--- src/rtl/elimax_ghrd_nios_sys_pulse_pio.sv ---
// rtl/elimax_ghrd_nios_sys_pulse_pio.sv - Avalon-MM output PIO with per-bit level/pulse modes
// Each bit shows either its DATA level or a software-triggered pulse of PULSE_LEN cycles.
module elimax_ghrd_nios_sys_pulse_pio #(
    parameter int               WIDTH       = 8,
    parameter int               PW          = 16,
    parameter logic [WIDTH-1:0] RESET_VALUE = '0
) (
    input  logic             clk,
    input  logic             reset,
    input  logic [2:0]       address,
    input  logic             chipselect,
    input  logic             write_n,
    input  logic [31:0]      writedata,
    output logic [31:0]      readdata,
    output logic [WIDTH-1:0] out_port
);

    localparam logic [2:0] ADDR_DATA     = 3'd0;
    localparam logic [2:0] ADDR_MODE     = 3'd1;
    localparam logic [2:0] ADDR_PLEN     = 3'd2;
    localparam logic [2:0] ADDR_BUSY     = 3'd3;
    localparam logic [2:0] ADDR_OUTSET   = 3'd4;
    localparam logic [2:0] ADDR_OUTCLEAR = 3'd5;
    localparam logic [2:0] ADDR_TRIGGER  = 3'd6;

    logic [WIDTH-1:0] r_data;
    logic [WIDTH-1:0] r_mode;
    logic [PW-1:0]    r_plen;
    logic [PW-1:0]    r_cnt [WIDTH];

    logic             w_wr;
    logic             w_mode_wr;
    logic             w_trig_wr;
    logic [WIDTH-1:0] w_wdata;
    logic [WIDTH-1:0] w_busy;
    logic             w_unused_wdata;

    assign w_wr      = chipselect && !write_n;
    assign w_mode_wr = w_wr && (address == ADDR_MODE);
    assign w_trig_wr = w_wr && (address == ADDR_TRIGGER);
    assign w_wdata   = writedata[WIDTH-1:0];
    assign w_unused_wdata = &{1'b0, writedata};

    always_ff @(posedge clk or posedge reset) begin
        if (reset) begin
            r_data <= RESET_VALUE;
            r_mode <= '0;
            r_plen <= '0;
            for (int i = 0; i < WIDTH; i++) begin
                r_cnt[i] <= '0;
            end
        end else begin
            if (w_wr) begin
                case (address)
                    ADDR_DATA:     r_data <= w_wdata;
                    ADDR_MODE:     r_mode <= w_wdata;
                    ADDR_PLEN:     r_plen <= writedata[PW-1:0];
                    ADDR_OUTSET:   r_data <= r_data | w_wdata;
                    ADDR_OUTCLEAR: r_data <= r_data & ~w_wdata;
                    default: ;
                endcase
            end
            // Leaving pulse mode kills the pulse; a reload beats the final decrement.
            for (int i = 0; i < WIDTH; i++) begin
                if (w_mode_wr && !w_wdata[i]) begin
                    r_cnt[i] <= '0;
                end else if (w_trig_wr && w_wdata[i] && r_mode[i] && (r_plen != '0)) begin
                    r_cnt[i] <= r_plen;
                end else if (r_cnt[i] != '0) begin
                    r_cnt[i] <= r_cnt[i] - PW'(1);
                end
            end
        end
    end

    always_comb begin
        w_busy = '0;
        for (int i = 0; i < WIDTH; i++) begin
            w_busy[i] = (r_cnt[i] != '0);
        end
    end

    assign out_port = (r_mode & w_busy) | (~r_mode & r_data);

    always_comb begin
        readdata = '0;
        case (address)
            ADDR_DATA: readdata[WIDTH-1:0] = r_data;
            ADDR_MODE: readdata[WIDTH-1:0] = r_mode;
            ADDR_PLEN: readdata[PW-1:0]    = r_plen;
            ADDR_BUSY: readdata[WIDTH-1:0] = w_busy;
            default:   readdata = '0;
        endcase
    end

endmodule

--- config.mk ---
export PLATFORM = sky130hd
export DESIGN_NAME = elimax_ghrd_nios_sys_pulse_pio
export DESIGN_NICKNAME = d
export VERILOG_FILES = /design/src/rtl/elimax_ghrd_nios_sys_pulse_pio.sv
export SDC_FILE = /design/constraint.sdc
export NUM_CORES = 1
export LEC_CHECK = 0
export CORE_ASPECT_RATIO = 0.7
export CORE_MARGIN = 4
export CORE_UTILIZATION = 35
export DETAILED_ROUTE_END_ITERATION = 7
export GPL_ROUTABILITY_DRIVEN = 0
export HOLD_SLACK_MARGIN = 0.08
export PLACE_DENSITY = 0.56
export SYNTH_ARGS = -nofsm -noshare
export SYNTH_HDL_FRONTEND = slang
export SYNTH_SLANG_ARGS = --single-unit
--- constraint.sdc ---
create_clock -name clk -period 12.7 [get_ports clk]
set_clock_uncertainty 0.15 [all_clocks]
set_input_delay 1.27 -clock clk [delete_from_list [all_inputs] [get_ports clk]]
set_output_delay 1.27 -clock clk [all_outputs]
set_load 0.05 [all_outputs]
# --- After elaboration in Yosys (flattened, before gate mapping) ---
# Index checks and enable logic that the tools add are counted.
totals:
  reg_bits: 160
  output_inout_bits: 40
classes:
  add_sub_neg: 8
  n_eq_ne: 6
  n_mux: 27
  bitwise_logic: 7
  reduce_logical: 66
ops:
  columns: ["op", "n"]
  rows:
  - ["16-bit two-way mux", 24]
  - ["16-bit nonzero test", 9]
  - ["16-bit by 1-bit subtractor with 16-bit output, second input constant", 8]
  - ["1-bit logical AND", 35]
  - ["8-bit one-hot mux with 4 select lines", 1]
  - ["3-bit nonzero test", 9]
  - ["8-bit AND", 3]
  - ["8-bit one-hot mux with 3 select lines", 1]
  - ["8-bit NOT", 2]
  - ["8-bit OR", 2]
  - ["3-bit equality test, second input constant", 3]
  - ["1-bit zero test", 9]
  - ["8-bit two-way mux", 1]
  - ["3-bit by 2-bit equality test with 1-bit output, second input constant", 2]
  - ["2-bit AND reduction", 3]
  - ["3-bit by 1-bit equality test with 1-bit output, second input constant", 1]
  - ["3-bit zero test", 1]

# --- Longest topological paths before layout ---
logic_depth:
  depth_word: 8
  mapped_depth: 10
  mapped_depth_nobuf: 8

# --- Worst setup path before layout ---
# OpenSTA, ideal clock, no wires.
synth_path:
  path_type: "input-to-output"
  startpoint: "input address[0]"
  endpoint: "output readdata[6]"
  arrival_time_ns: 3.170
  required_ns: 11.280
  setup_slack_ns: 8.110
  cell_stages: 4
  n_path_buf: 2
  cell_sequence: "clkbuf_1 > clkbuf_1 > o21ai_0 > a211oi_1"
synth_via:
  elab_chain_cells: 2
synth_rtl:
  columns: ["item", "line_no", "text"]
  rows:
  - ["start: declaration", "10", "input logic [2:0] address,"]
  - ["3-bit by 2-bit equality test with 1-bit output (tied with other cells)", "87", "case (address)"]
  - ["8-bit one-hot mux with 4 select lines (*)", "87", null]
  - ["end: declaration", "14", "output logic [31:0] readdata,"]
# Mark *: on every way between the ends. The rest lies on a longest branch, timed or not.

# --- Final worst setup path ---
layout_path:
  startpoint: "input address[0]"
  endpoint: "output readdata[14]"
layout_via:
  elab_chain_cells: 2
layout_rtl:
  columns: ["item", "line_no"]
  rows:
  - ["3-bit by 2-bit equality test with 1-bit output", "87"]
  - ["8-bit two-way mux", "87"]
# No other way between the ends.

==> metrics.yaml <==
row_count: 50
synth_top_family_by_area: "simple AND/OR/NAND/NOR gates"
globalRouteMet1Util_pct: 29.3
cts.clk_slew.worst_paths_ns: 0.07
gr-total-overflow: 0
timing.critical_path.arrival_ns: 4.05
cts.sinks: 160
hold_start: "r_mode[4]"
setup.worst_path.class: "in2out"
tritoncts: "built"
p_per_area_nw_per_um2: 210
synth-compound-area-share_pct: 15.5
cts_buffers: 17
antenna_found_initial: 1
share_of_synthesized_cell_area_in_full_adder_half_adder_and_majority_cells_pct: 1.97
vdd.ir_drop.worst_mv: 0.105
ios: 79
ff2ff_setup_slack_ns: 9.33
drt.antenna.violating_nets: 0
drt_first_pass_iters: 5
number_of_enable_type_register_cells_in_the_synthesized_netlist: 0
ys_ff_latch: 160
setup_viol: 0
post_cts.repair.setup_buffers: 0
slew_viol_final: 0
post_synth_num_cell_types: 52
vias_cell: 5.49
grt_setup_unrepaired: "false"
cts.path.max_buffers: 2
final_hold_viol_count: 0
fraction_of_the_mapped_netlist_area_in_simple_logic_gates_pct: 23.1
wirelength_um: 28000
vias_in_the_first_global_route: 7549
synth.yosys.seq_area_share_pct: 42.1
holdBufCountCts: 0
vias: 8104
die-area_um2: 29900
gr-usage-all-layers_pct: 18.9
synth.yosys.warnings: 0
drive_above_1_share_pct: 8.45
drt_drc_violations_left: 0
dp.final_hpwl_um: 18700
ys_dominant_reg_cell: "dfrtp_1"
met2_usage_pct: 26.3
wire_per_inst_um: 19.0
place_worst_setup_slack_ns: 7.26
post_synth_xor_area_fraction_pct: 7.64
worst_hold_path_type: "reg2reg"
timing.slew.headroom_pct: 21.9
power.static_leakage_nw: 4.32
buffer_ports.inserted: 46
numPlacedInstances: 1445
timing.critical_path.required_ns: 11.28
async_flop_share_pct: 100
busiest_layer: "met1"
die_h_um: 146
mostFrequentLayoutCell: "dfrtp_1"
synth.cell_area_um2: 9510
cts_root_buf: "clkbuf_16"
area_taken_by_multi_input_logic_gates_um2: 5130
cp_endpoint_kind: "output port"
top_fanout_value_on_the_critical_path: 25
post_synth_inst_count: 1084
worst_setup_path_startpoint: "address[0]"
num-fill-cells: 2725
max_cap_viol_count: 0
commonest_non_fill_non_tap_cells_in_the_layout: "dfrtp_1 (160), nor2_1 (132), nand2_1 (98), a21oi_1 (78), nor3_1 (63)"
final_period_minus_worst_setup_slack_ns: 5.47
achievable-frequency_ghz: 0.183
tightestPinTransition_ns: 1.17
outcome: "finished, final reports clean"
nets: 1154
n_antenna_cell: 0
global_route.usage.met3_pct: 4.28
clkLatencyLatePin_ns: 0.44
flow.area_growth_from_synthesis_pct: 13.8
grt_max_degree: 94
post_synthesis_mux_area_share_pct: 4.76
grt_first_pass_wirelength_um: 44200
start_util_pct: 35.5
fin_worst_hold_slack_ns: 0.430
htree_levels: 4
avgSynthCellArea_um2: 8.78
number_of_drc_violations_after_detailed_routing_iteration_0: 653
core_area_um2: 26800
cts_repair_resize_count: 0
worstReg2RegStart: "r_plen[12]"
final_cells: 1476
seq_area_um2: 4000
finalCritPeriodShare_pct: 43.1
die_width_um: 205
setup_crit_start_kind: "input port"
finalSetupTns_ns: 0
postLayoutSetupSlackWorst_ns: 7.23
registers in the layout (all words and copies together), names as in the netlist:
name and count:
r_cnt 128, r_plen 16, r_mode 8, r_data 8
critical path, cell delays in order:
cell             delay, ns
clkdlybuf4s50_1       0.93
nor2_1                0.78
and3_1                0.25
clkdlybuf4s50_1       0.81
area by class of cell:
type | count | area share (%)
clock inverters | 9 | 0.797
clock buffers | 22 | 4.29
multi-input cells | 833 | 47.4
inverters | 24 | 0.878
repair buffers | 64 | 5.50
flip-flops and latches | 160 | 37.0
well taps | 364 | 4.21
metal layers:
layer  routed length (um)  up-vias
li1                     -     3874
met1                14200     3964
met2                11600      231
met3                 1760       33
met4                  433        2
met5                   13        -
logic make-up after synthesis:
group	after synthesis
adder cells (fa/ha/maj)	15
flip-flops	160
XOR/XNOR	83
multiplexers	37
AND/OR/NAND/NOR	447
AO/OA/AOI/OAI	235
buffers and inverters	106
other	1
stage by stage:
| stage | power, mW | cell area [um^2] | utilization, % |
|---|---|---|---|
| final | 2.28 | 10800 | 40.4 |
| after global routing | 2.46 | 10800 | 40.4 |
| after CTS | 2.29 | 10800 | 40.4 |
| after detailed placement | 1.78 | 10300 | 38.4 |
| after global placement | 1.77 | 10300 | 38.4 |
| after floorplan | 1.55 | 9570 | - |
synthesized netlist by cell type (2+ instances only):
cell	number	area (um^2)
a31oi_1	3	18.8
nor4b_1	2	17.5
xor2_1	34	298
or2_2	6	37.5
o31ai_1	29	218
o31a_1	3	26.3
mux4_2	4	90.1
a22oi_1	25	188
nor4_1	22	138
a311oi_1	4	35.0
and3_1	13	81.3
nand3b_1	5	37.5
nor2b_1	16	100
nand2_1	98	368
mux2_2	26	293
nor3_1	69	345
or3_1	12	75.1
ha_1	15	188
o21ai_0	36	180
or4_1	17	128
inv_1	24	90.1
buf_1	4	15.0
nor2_1	132	495
o41ai_1	4	35.0
xnor2_1	49	429
or4_4	5	56.3
nand3_1	21	105
dfrtp_1	160	4000
and2_1	2	12.5
a211oi_1	30	225
o22ai_1	14	87.6
o211ai_1	4	30.0
nor4bb_1	2	20.0
nand2b_1	8	50.1
a21oi_1	78	390
clkbuf_1	60	225
buf_4	16	120
nand4_1	4	25.0
mux2i_1	7	70.1
nand4b_1	3	26.3
nor3b_1	7	52.6
power breakdown:
part | switching, mW | leakage (nW) | total, mW | internal [mW]
sequential | 0.265 | 1.97 | 0.980 | 0.715
clock | 0.218 | 0.266 | 0.497 | 0.279
combinational | 0.427 | 2.08 | 0.802 | 0.375
total | 0.910 | 4.32 | 2.28 | 1.37
final timing paths:
check / to / cells after the start
worst max-delay path: readdata[14] / 4
worst min-delay path: r_mode[4] / 1
worst max register to register: r_cnt[74] / 7
worst min register to register: r_mode[4] / 1
max in group asynchronous: r_plen[1] / 3
min in group asynchronous: r_cnt[75] / 2
(Power assumes the default switching activity.)
